<file path="src/rtl/ibram_loader.sv">
// ibram_loader
//
// Boot-time program loader placed in front of the instruction BRAM write
// port. A byte stream arrives over a valid/ready handshake with this frame
// layout: two length bytes (16-bit word count N, little-endian), then 4N data
// bytes (each word LSB first), then one checksum byte. The checksum is the
// XOR of the data bytes only. Each assembled 32-bit word is written to
// consecutive 4-byte-aligned BRAM addresses. The core's PC is held stalled
// until the whole image has loaded and its checksum matches.
//
// Ports
//   clk          : system clock, rising edge
//   rst          : synchronous active-high reset
//   start        : one-cycle pulse that begins a load (ignored while busy)
//   s_dat        : stream byte
//   s_valid      : s_dat is valid
//   s_ready      : loader accepts a byte this cycle
//   w_addr       : BRAM write byte address
//   w_dat        : BRAM write data
//   w_enb        : BRAM write enable, one cycle per word
//   cpu_stall    : PC stall, released only after a verified load
//   busy         : load in progress
//   done         : image loaded and checksum matched
//   err          : load aborted (oversize length or bad checksum)
//   words_loaded : words written during the current load

module ibram_loader #(
   parameter int ADDR_WIDTH = 10
) (
   input  logic                  clk,
   input  logic                  rst,
   input  logic                  start,
   input  logic [7:0]            s_dat,
   input  logic                  s_valid,
   output logic                  s_ready,
   output logic [ADDR_WIDTH-1:0] w_addr,
   output logic [31:0]           w_dat,
   output logic                  w_enb,
   output logic                  cpu_stall,
   output logic                  busy,
   output logic                  done,
   output logic                  err,
   output logic [15:0]           words_loaded
);

   // BRAM capacity in words, kept one bit wider than the length field so
   // the oversize test never wraps.
   localparam logic [16:0] MaxWords = 17'(2 ** (ADDR_WIDTH - 2));

   typedef enum logic [2:0] {
      S_IDLE,
      S_LEN_LO,
      S_LEN_HI,
      S_DATA,
      S_WRITE,
      S_CSUM,
      S_DONE,
      S_ERR
   } state_e;

   state_e                state_q, state_d;
   logic [7:0]            lenLo_q;
   logic [15:0]           len_q;
   logic [1:0]            byteIdx_q;
   logic [15:0]           wordIdx_q;
   logic [15:0]           wordsLoaded_q;
   logic [31:0]           wDat_q;
   logic [ADDR_WIDTH-1:0] wAddr_q;
   logic [7:0]            csum_q;

   logic                  accept;
   logic [15:0]           lenFull;

   // A byte moves only when the upstream offers it and the current state
   // is willing; s_ready itself depends on the state register alone.
   assign accept  = s_valid & s_ready;
   assign lenFull = {s_dat, lenLo_q};

   // State register.
   always_ff @(posedge clk) begin
      if (rst) begin
         state_q <= S_IDLE;
      end else begin
         state_q <= state_d;
      end
   end

   // Next-state logic. The length decision is taken while the high length
   // byte is on the bus, so an oversize image never enters the data phase.
   // In S_WRITE the word index has already been advanced, so it equals the
   // number of words written so far.
   always_comb begin
      state_d = state_q;
      case (state_q)
         S_IDLE, S_DONE, S_ERR: begin
            if (start) state_d = S_LEN_LO;
         end
         S_LEN_LO: begin
            if (accept) state_d = S_LEN_HI;
         end
         S_LEN_HI: begin
            if (accept) begin
               if (lenFull == 16'd0)                 state_d = S_CSUM;
               else if ({1'b0, lenFull} > MaxWords)  state_d = S_ERR;
               else                                  state_d = S_DATA;
            end
         end
         S_DATA: begin
            if (accept && byteIdx_q == 2'd3) state_d = S_WRITE;
         end
         S_WRITE: begin
            state_d = (wordIdx_q < len_q) ? S_DATA : S_CSUM;
         end
         S_CSUM: begin
            if (accept) state_d = (s_dat == csum_q) ? S_DONE : S_ERR;
         end
         default: state_d = S_IDLE;
      endcase
   end

   // Output decode, driven from the state register only.
   always_comb begin
      s_ready   = 1'b0;
      w_enb     = 1'b0;
      busy      = 1'b1;
      cpu_stall = 1'b1;
      done      = 1'b0;
      err       = 1'b0;
      case (state_q)
         S_IDLE:   busy = 1'b0;
         S_LEN_LO: s_ready = 1'b1;
         S_LEN_HI: s_ready = 1'b1;
         S_DATA:   s_ready = 1'b1;
         S_WRITE:  w_enb = 1'b1;
         S_CSUM:   s_ready = 1'b1;
         S_DONE: begin
            busy      = 1'b0;
            cpu_stall = 1'b0;
            done      = 1'b1;
         end
         S_ERR: begin
            busy = 1'b0;
            err  = 1'b1;
         end
         default: busy = 1'b0;
      endcase
   end

   // Datapath. The write address, data and word counters are all updated
   // on the edge that accepts the fourth byte of a word, so they are stable
   // throughout the single write cycle and words_loaded steps together with
   // w_enb. The address uses the word index before it advances.
   always_ff @(posedge clk) begin
      if (rst) begin
         lenLo_q       <= '0;
         len_q         <= '0;
         byteIdx_q     <= '0;
         wordIdx_q     <= '0;
         wordsLoaded_q <= '0;
         wDat_q        <= '0;
         wAddr_q       <= '0;
         csum_q        <= '0;
      end else begin
         case (state_q)
            S_IDLE, S_DONE, S_ERR: begin
               if (start) begin
                  byteIdx_q     <= '0;
                  wordIdx_q     <= '0;
                  wordsLoaded_q <= '0;
                  csum_q        <= '0;
               end
            end
            S_LEN_LO: begin
               if (accept) lenLo_q <= s_dat;
            end
            S_LEN_HI: begin
               if (accept) len_q <= lenFull;
            end
            S_DATA: begin
               if (accept) begin
                  wDat_q[{byteIdx_q, 3'b000} +: 8] <= s_dat;
                  csum_q    <= csum_q ^ s_dat;
                  byteIdx_q <= byteIdx_q + 2'd1;
                  if (byteIdx_q == 2'd3) begin
                     wAddr_q       <= {wordIdx_q[ADDR_WIDTH-3:0], 2'b00};
                     wordIdx_q     <= wordIdx_q + 16'd1;
                     wordsLoaded_q <= wordsLoaded_q + 16'd1;
                  end
               end
            end
            default: ;
         endcase
      end
   end

   assign w_addr       = wAddr_q;
   assign w_dat        = wDat_q;
   assign words_loaded = wordsLoaded_q;

endmodule

</file>
<file path="config.mk">
export PLATFORM = sky130hd
export DESIGN_NAME = ibram_loader
export DESIGN_NICKNAME = d
export VERILOG_FILES = /design/src/rtl/ibram_loader.sv
export SDC_FILE = /design/constraint.sdc
export NUM_CORES = 1
export LEC_CHECK = 0
export CORE_UTILIZATION = 40
export CTS_BUF_LIST = sky130_fd_sc_hd__clkbuf_4 sky130_fd_sc_hd__clkbuf_8 sky130_fd_sc_hd__clkbuf_16
export CTS_CLUSTER_DIAMETER = 40
export DETAILED_ROUTE_END_ITERATION = 12
export GPL_ROUTABILITY_DRIVEN = 0
export MAX_ROUTING_LAYER = met4
export PLACE_DENSITY = 0.63
export SYNTH_ARGS = -nofsm -noshare
export SYNTH_HDL_FRONTEND = slang
export SYNTH_SLANG_ARGS = --single-unit
</file>
<file path="constraint.sdc">
create_clock -name clk -period 4.4 [get_ports clk]
set_input_delay 0.88 -clock clk [delete_from_list [all_inputs] [get_ports clk]]
set_output_delay 0.88 -clock clk [all_outputs]
set_load 0.05 [all_outputs]
</file>
==> results of run 1 <==
-- tightest hold or removal path, cell delays in order, from the launching register on --
cell,delay (ps)
sky130_fd_sc_hd__dfxtp_1,310
sky130_fd_sc_hd__nand2_1,50
sky130_fd_sc_hd__a21oi_1,50
-- logic make-up (layout without fill, tap and decap cells) --
family                     Yosys count  count (layout)  synth area share
AOI/OAI and AO/OA                   99              99             0.121
xor gates and xnor gates            46              46            0.0794
adders and majority gates           23              23            0.0567
buffers and inverters               63             119            0.0508
DFF                                109             109             0.430
muxes                                9               9            0.0177
other                                1               2          0.000739
and+or+nand+nor                    271             271             0.244
-- metal layers --
layer | track usage | routed length [um] | up-vias
met2 | 0.325 | 5610 | 110
met1 | 0.263 | 5920 | 2038
li1 | - | - | 2210
met3 | 0.0307 | 505 | 6
met5 | - | 0 | -
met4 | 0.0606 | 88 | 0
-- registers in the layout, summed over array words and instances, names as in the netlist --
register	flops
byteIdx_q	2
csum_q	8
lenLo_q	8
len_q	16
state_q	3
w_addr	8
w_dat	32
wordIdx_q	16
words_loaded	16
-- cell usage after synthesis (all sizes together), types with 7 or more instances --
master  count
inv        26
xnor2      15
nor3        9
buf        12
ha         23
clkbuf     25
o21ai      12
nand2     101
nand4      14
dfxtp     109
and3        7
mux2i       9
xor2       31
a21oi      68
nand3      59
nor2       58
-- worst min path at each step --
stage,slack [ps],depth (start not counted),endpoint
floorplan,440,2,len_q[10]
global placement,440,2,w_dat[0]
detailed placement,450,2,w_dat[10]
CTS,460,2,w_addr[5]
global route,470,2,w_addr[5]
finish,450,2,w_addr[5]
-- layout make-up --
type,instances,share of cell area
clock buffer,10,0.0375
clock inverter,6,0.0153
inverter,26,0.0157
multi-input combinational,450,0.425
sequential,109,0.351
tap,168,0.0338
timing repair buffer,77,0.122
-- power by group --
part	internal (W)	switching, W	total (W)
combinational	0.000232	0.000439	0.000671
clock	0.000511	0.000372	0.000882
sequential	0.00104	0.0000751	0.00112
total	0.00179	0.000886	0.00267
-- through the flow --
stage	hold WS, ps	std cells
CTS	458	846
global route	474	846
detailed placement	448	830
finish	455	846
floorplan	436	622
global placement	440	830
==> results_tabular.tex, run 1 <==
\begin{tabular}{lr}
\hline
Metric & Value \\
\hline
\multicolumn{2}{l}{\textbf{Layout}} \\
Leading cell types in the layout, fill and taps excluded & 109 x sky130\_fd\_sc\_hd\_\_dfxtp\_1, 101 x sky130\_fd\_sc\_hd\_\_nand2\_1, 72 x sky130\_fd\_sc\_hd\_\_clkdlybuf4s50\_1 \\
Cell area after layout & 6210 sq um \\
Total inserted antenna cells & 0 \\
Layout net count & 708 \\
Share of layout cells above drive strength 1 & 0.0428 \\
Multi-input gate area & 2640 sq um \\
Most frequent standard cell in the layout excluding fill and tap cells & sky130\_fd\_sc\_hd\_\_dfxtp\_1 \\
Final Util & 0.509 \\
Signed area change from the synthesized netlist to the final layout & 22.4\% \\
Fill cell total of the finished layout & 1,217 \\
Register area & 2180 sq um \\
\multicolumn{2}{l}{\textbf{Min path}} \\
Worst min-delay path class & reg2reg \\
Startpoint of the worst hold path & w\_addr[5] \\
\multicolumn{2}{l}{\textbf{Clocking}} \\
Num CTS Buffers & 9 \\
Clk Tree Root Cell & sky130\_fd\_sc\_hd\_\_clkbuf\_16 \\
Number of H-tree branching levels & 3 \\
Clock network latency to the later pin of the worst-skew pair & 350 ps \\
TritonCTS clock tree & done \\
Number of hold buffers added after cts & 0 \\
Post CTS Setup Buffer Count & 0 \\
Largest buffer count on any clock path & 2 \\
CTS Sinks & 109 \\
Post-cts sizing count & 0 \\
Clock transition at the registers of the reported paths & 70 ps \\
\multicolumn{2}{l}{\textbf{Global route}} \\
Antenna violations before repair & 0 \\
Maximum number of pins on one net before global-route repair & 73 \\
First-pass GRT wire length & 20,500 um \\
Number of global-route vias before repair & 4,224 \\
Overall Global Routing Usage & 0.202 \\
Remaining Overflow, GRT & 0 \\
\multicolumn{2}{l}{\textbf{Critical path}} \\
CP delay by family, top & buffers and inverters \\
Peak fanout along the critical path & 14 \\
Worst reg2reg setup slack & 1980 ps \\
Worst setup startpoint & state\_q[2] \\
Endpoint of the worst register-to-register path & words\_loaded[2] \\
Capture point of the worst path & w\_enb \\
Slowest Stage Delay on Critical Path & 890 ps \\
Worst setup EP type & primary output \\
Depth of the most critical reg-to-reg path & 6 \\
Data arrival time of the critical path & 2550 ps \\
Ordered list of cells on the worst path & inv\_1 > nor3\_1 > clkdlybuf4s50\_1 \\
Number of buffers and inverters on the critical path & 2 \\
Total number of cells along the worst setup path & 3 \\
Kind of critical path & reg2out \\
Max stage delay cell, worst path & sky130\_fd\_sc\_hd\_\_clkdlybuf4s50\_1 \\
Crit Reg-Reg Startpoint & byteIdx\_q[0] \\
Worst path required time & 3520 ps \\
Critical Path Source Type & flop \\
\multicolumn{2}{l}{\textbf{Power}} \\
Tot Pwr & 0.00267 W \\
Largest vdd supply drop & 0.198 mV \\
PD cells & 430 nW/um\^{}2 \\
Standby leakage power & 2.12 nW \\
\multicolumn{2}{l}{\textbf{Logic synthesis}} \\
Syn Std Cell Area & 5080 sq um \\
Seq/Total Area, Yosys & 0.430 \\
Number of register bits inferred by synthesis & 109 \\
Number of standard cells after synthesis & 621 \\
Average instance area after synthesis & 8.17 sq um \\
Synth Flop Type & sky130\_fd\_sc\_hd\_\_dfxtp\_1 \\
Top cell type's share of synthesized area & 0.430 \\
Count of cell types in the netlist & 49 \\
Share of synthesized flip-flops with an asynchronous set or reset & 0 \\
Total number of yosys warnings & 0 \\
Largest cells by area after synthesis & sky130\_fd\_sc\_hd\_\_dfxtp\_1 43\%, sky130\_fd\_sc\_hd\_\_nand2\_1 7.5\%, sky130\_fd\_sc\_hd\_\_a21oi\_1 6.7\% \\
Cell accounting for the most synthesized area & sky130\_fd\_sc\_hd\_\_dfxtp\_1 \\
Number of enable flip-flop cells after synthesis & 0 \\
\multicolumn{2}{l}{\textbf{Detailed routing}} \\
Detailed-route wire length per cell & 14.3 um \\
Total DRC errors in the routed layout & 0 \\
Post-route ant nets & 0 \\
Vias per cell & 5.16 \\
Initial DRC count & 268 \\
Vias & 4,364 \\
First-pass iteration count of the detailed router & 4 \\
Detailed Route WL & 12,100 um \\
\multicolumn{2}{l}{\textbf{STA}} \\
RSZ-0062 raised after global routing & no \\
Fin worst setup slack & 969 ps \\
Tmin final & 3430 ps \\
Relative max-transition margin & 0.335 \\
Final setup vio count & 0 \\
Final-layout setup total negative slack & 0 ps \\
Fin. max-slew vios & 0 \\
Max Freq & 291 MHz \\
Clock Skews & 10.3 ps \\
Final count of hold timing violations & 0 \\
Final period util & 0.780 \\
Tightest Pin Transition & 992 ps \\
\multicolumn{2}{l}{\textbf{Floorplan}} \\
IO Count & 76 \\
Std cell rows & 40 \\
Total die area & 13,100 sq um \\
Die extent in y & 115 um \\
Initial Util & 0.416 \\
Width of the chip & 115 um \\
Standard cell core area & 12,200 sq um \\
\multicolumn{2}{l}{\textbf{Placement}} \\
IO buf count & 73 \\
Placed Instance Area & 5890 sq um \\
HPWL reported at the end of detailed placement & 8340 um \\
Post-placement worst setup slack & 1090 ps \\
\multicolumn{2}{l}{\textbf{Flow run}} \\
MaxCap Viol Count & 0 \\
\multicolumn{2}{l}{\textbf{Run status}} \\
Result of the run & finished, final reports clean \\
\hline
\end{tabular}
Note: power is estimated with default switching activity, not from simulation.
==> run 2: changes to the inputs <==
--- a/config.mk
+++ b/config.mk
@@ -11,7 +11,7 @@
 export DETAILED_ROUTE_END_ITERATION = 12
 export GPL_ROUTABILITY_DRIVEN = 0
 export MAX_ROUTING_LAYER = met4
-export PLACE_DENSITY = 0.63
+export PLACE_DENSITY = 0.65
 export SYNTH_ARGS = -nofsm -noshare
 export SYNTH_HDL_FRONTEND = slang
 export SYNTH_SLANG_ARGS = --single-unit
==> constraint.sdc (replaced) <==
create_clock -name clk -period 2.81 [get_ports clk]
set_input_delay 0.562 -clock clk [delete_from_list [all_inputs] [get_ports clk]]
set_output_delay 0.562 -clock clk [all_outputs]
set_load 0.05 [all_outputs]
==> results_tabular.tex, run 2 (same netlist as run 1, synthesis figures left out) <==
\begin{tabular}{lr}
\hline
Metric & Value \\
\hline
\multicolumn{2}{l}{\textbf{Run status}} \\
Result of the run & finished, final reports clean \\
\multicolumn{2}{l}{\textbf{Clocking}} \\
Clock transition at the registers of the reported paths & 80 ps (about the same) \\
Number of hold buffers added after cts & 0 (unchanged) \\
Largest buffer count on any clock path & 2 (unchanged) \\
TritonCTS clock tree & done \\
Num CTS Buffers & 9 (unchanged) \\
Clock network latency to the later pin of the worst-skew pair & 360 ps (about the same) \\
CTS Sinks & 109 (unchanged) \\
Number of H-tree branching levels & 3 (unchanged) \\
Clk Tree Root Cell & sky130\_fd\_sc\_hd\_\_clkbuf\_16 \\
\multicolumn{2}{l}{\textbf{STA}} \\
RSZ-0062 raised after global routing & no \\
Final period util & 0.953 \\
Relative max-transition margin & 0.611 (+0.276) \\
Max Freq & 373 MHz \\
Final-layout setup total negative slack & 0 ps (unchanged) \\
Final count of hold timing violations & 0 (unchanged) \\
Final setup vio count & 0 (unchanged) \\
Fin worst setup slack & 131 ps (-838 ps) \\
Tightest Pin Transition & 583 ps (-410 ps) \\
Fin. max-slew vios & 0 (unchanged) \\
Clock Skews & 12.6 ps (+2.29 ps) \\
Tmin final & 2680 ps \\
\multicolumn{2}{l}{\textbf{Critical path}} \\
Peak fanout along the critical path & 14 (unchanged) \\
Max stage delay cell, worst path & sky130\_fd\_sc\_hd\_\_clkdlybuf4s50\_1 \\
CP delay by family, top & buffers and inverters \\
Ordered list of cells on the worst path & or3\_1 > and2\_1 > clkdlybuf4s50\_1 \\
Kind of critical path & reg2out \\
Critical Path Source Type & flop \\
Total number of cells along the worst setup path & 3 (unchanged) \\
Slowest Stage Delay on Critical Path & 700 ps (-190 ps) \\
Depth of the most critical reg-to-reg path & 6 (unchanged) \\
Worst setup EP type & primary output \\
Data arrival time of the critical path & 2120 ps (-430 ps) \\
Number of buffers and inverters on the critical path & 1 (-1) \\
Worst path required time & 2250 ps (-1270 ps) \\
\multicolumn{2}{l}{\textbf{Floorplan}} \\
Standard cell core area & 12,200 sq um (unchanged) \\
Initial Util & 0.416 (unchanged) \\
Die extent in y & 115 um (unchanged) \\
Std cell rows & 40 (unchanged) \\
IO Count & 76 (unchanged) \\
Total die area & 13,100 sq um (unchanged) \\
Width of the chip & 115 um (unchanged) \\
\multicolumn{2}{l}{\textbf{Layout}} \\
Filler-free cell count of the finished design & 867 (+2.5\%) \\
Flip-flop count of the largest register after layout & 32 (unchanged) \\
Layout net count & 728 (+2.8\%) \\
Most frequent standard cell in the layout excluding fill and tap cells & sky130\_fd\_sc\_hd\_\_dfxtp\_1 \\
Final Util & 0.521 (+0.0118) \\
Leading cell types in the layout, fill and taps excluded & 108 x sky130\_fd\_sc\_hd\_\_dfxtp\_1, 101 x sky130\_fd\_sc\_hd\_\_nand2\_1, 71 x sky130\_fd\_sc\_hd\_\_clkdlybuf4s50\_1 \\
Share of layout cells above drive strength 1 & 0.0731 (+0.0303) \\
Signed area change from the synthesized netlist to the final layout & 25.2\% \\
\multicolumn{2}{l}{\textbf{Detailed routing}} \\
Vias & 4,507 (+3.3\%) \\
Initial DRC count & 251 (-6.3\%) \\
First-pass iteration count of the detailed router & 4 (unchanged) \\
Post-route ant nets & 0 (unchanged) \\
Detailed-route wire length per cell & 14.5 um (+1.1\%) \\
Vias per cell & 5.20 (+0.78\%) \\
Detailed Route WL & 12,600 um (+3.6\%) \\
Total DRC errors in the routed layout & 0 (unchanged) \\
\multicolumn{2}{l}{\textbf{Placement}} \\
Post-Place Cells & 850 (+2.4\%) \\
IO buf count & 73 (unchanged) \\
Post-placement worst setup slack & 162 ps (-928 ps) \\
HPWL reported at the end of detailed placement & 9100 um (+9.1\%) \\
\multicolumn{2}{l}{\textbf{Global route}} \\
Number of global-route vias before repair & 4,282 (+1.4\%) \\
Antenna violations before repair & 1 (+1) \\
Overall Global Routing Usage & 0.206 (+0.00351) \\
Maximum number of pins on one net before global-route repair & 39 (-47\%) \\
Remaining Overflow, GRT & 0 (unchanged) \\
First-pass GRT wire length & 20,900 um (+2.0\%) \\
\multicolumn{2}{l}{\textbf{Power}} \\
Standby leakage power & 2.22 nW (+4.9\%) \\
Tot Pwr & 0.00418 W (+56\%) \\
Largest vdd supply drop & 0.365 mV (+84\%) \\
PD cells & 657 nW/um\^{}2 (+53\%) \\
\multicolumn{2}{l}{\textbf{Min path}} \\
Worst min-delay path class & reg2reg \\
Hold path depth & 2 (unchanged) \\
\multicolumn{2}{l}{\textbf{Flow run}} \\
MaxCap Viol Count & 0 (unchanged) \\
\hline
\end{tabular}
run 2: cell types whose count changed in the layout (fill, tap and decap cells not counted), sizes merged:
cell and change:
buf +21, clkdlybuf4s50 -1, clkinv +4, diode +1
inv +1, bufinv -2, clkinvlp -2, clkbuf -1
run 2: per-stage QoR:
stage                     hold slack [ps]  area (sq um)
after global routing                  475          6360
final                                 455          6360
after floorplan                       436          5080
after detailed placement              444          6050
after global placement                440          6050
after CTS                             457          6350
run 2: timing repair:
action,4_1_cts,5_1_grt
gates resized for setup,0,1
setup endpoints to repair,0,1
setup buffers,0,0
run 2: per-layer routing:
| metal | global-route usage | vias to the layer above | share of wire |
|---|---|---|---|
| li1 | - | 2242 | - |
| met1 | 0.259 | 2142 | 0.47 |
| met2 | 0.341 | 112 | 0.47 |
| met3 | 0.0392 | 11 | 0.044 |
| met4 | 0.0494 | 0 | 0.0086 |
| met5 | - | - | 0 |
run 2: path summary, 6_finish.rpt:
check                                 from             to  slack (ps)
worst min-delay path             w_addr[5]      w_addr[5]         460
worst max-delay path            state_q[2]           busy         130
worst max register to register  state_q[0]  wordIdx_q[11]         740
worst min register to register   w_addr[5]      w_addr[5]         460
run 2: area by class of cell:
type                            instances  area, sq um
Multi-Input combinational cell        450         2640
Inverter                               26         97.6
Tap cell                              168          210
Sequential cell                       109         2180
Clock inverter                          7         82.6
Antenna cell                            1         2.50
Fill cell                            1217         5850
Timing Repair Buffer                   97          916
Clock buffer                            9          225
run 2: power breakdown:
group	total, W	internal [W]	switching (W)
clock	0.00127	0.000634	0.000637
combinational	0.00117	0.000440	0.000728
sequential	0.00174	0.00164	0.000105
total	0.00418	0.00271	0.00147
run 2: worst register-to-register path, cell delays in order (launching register included):
cell and delay [ps]:
sky130_fd_sc_hd__dfxtp_1 320, sky130_fd_sc_hd__buf_4 170, sky130_fd_sc_hd__or3b_1 530, sky130_fd_sc_hd__a311oi_4 510
sky130_fd_sc_hd__nand2_1 150, sky130_fd_sc_hd__xnor2_1 200, sky130_fd_sc_hd__nor2_1 80
==> run 3: changes to the inputs <==
--- a/config.mk
+++ b/config.mk
@@ -9,7 +9,6 @@
 export CTS_BUF_LIST = sky130_fd_sc_hd__clkbuf_4 sky130_fd_sc_hd__clkbuf_8 sky130_fd_sc_hd__clkbuf_16
 export CTS_CLUSTER_DIAMETER = 40
 export DETAILED_ROUTE_END_ITERATION = 12
-export GPL_ROUTABILITY_DRIVEN = 0
 export MAX_ROUTING_LAYER = met4
 export PLACE_DENSITY = 0.65
 export SYNTH_ARGS = -nofsm -noshare
==> results of run 3 <==
Same layout as run 2: the final DEF is identical, and so are final timing and power.
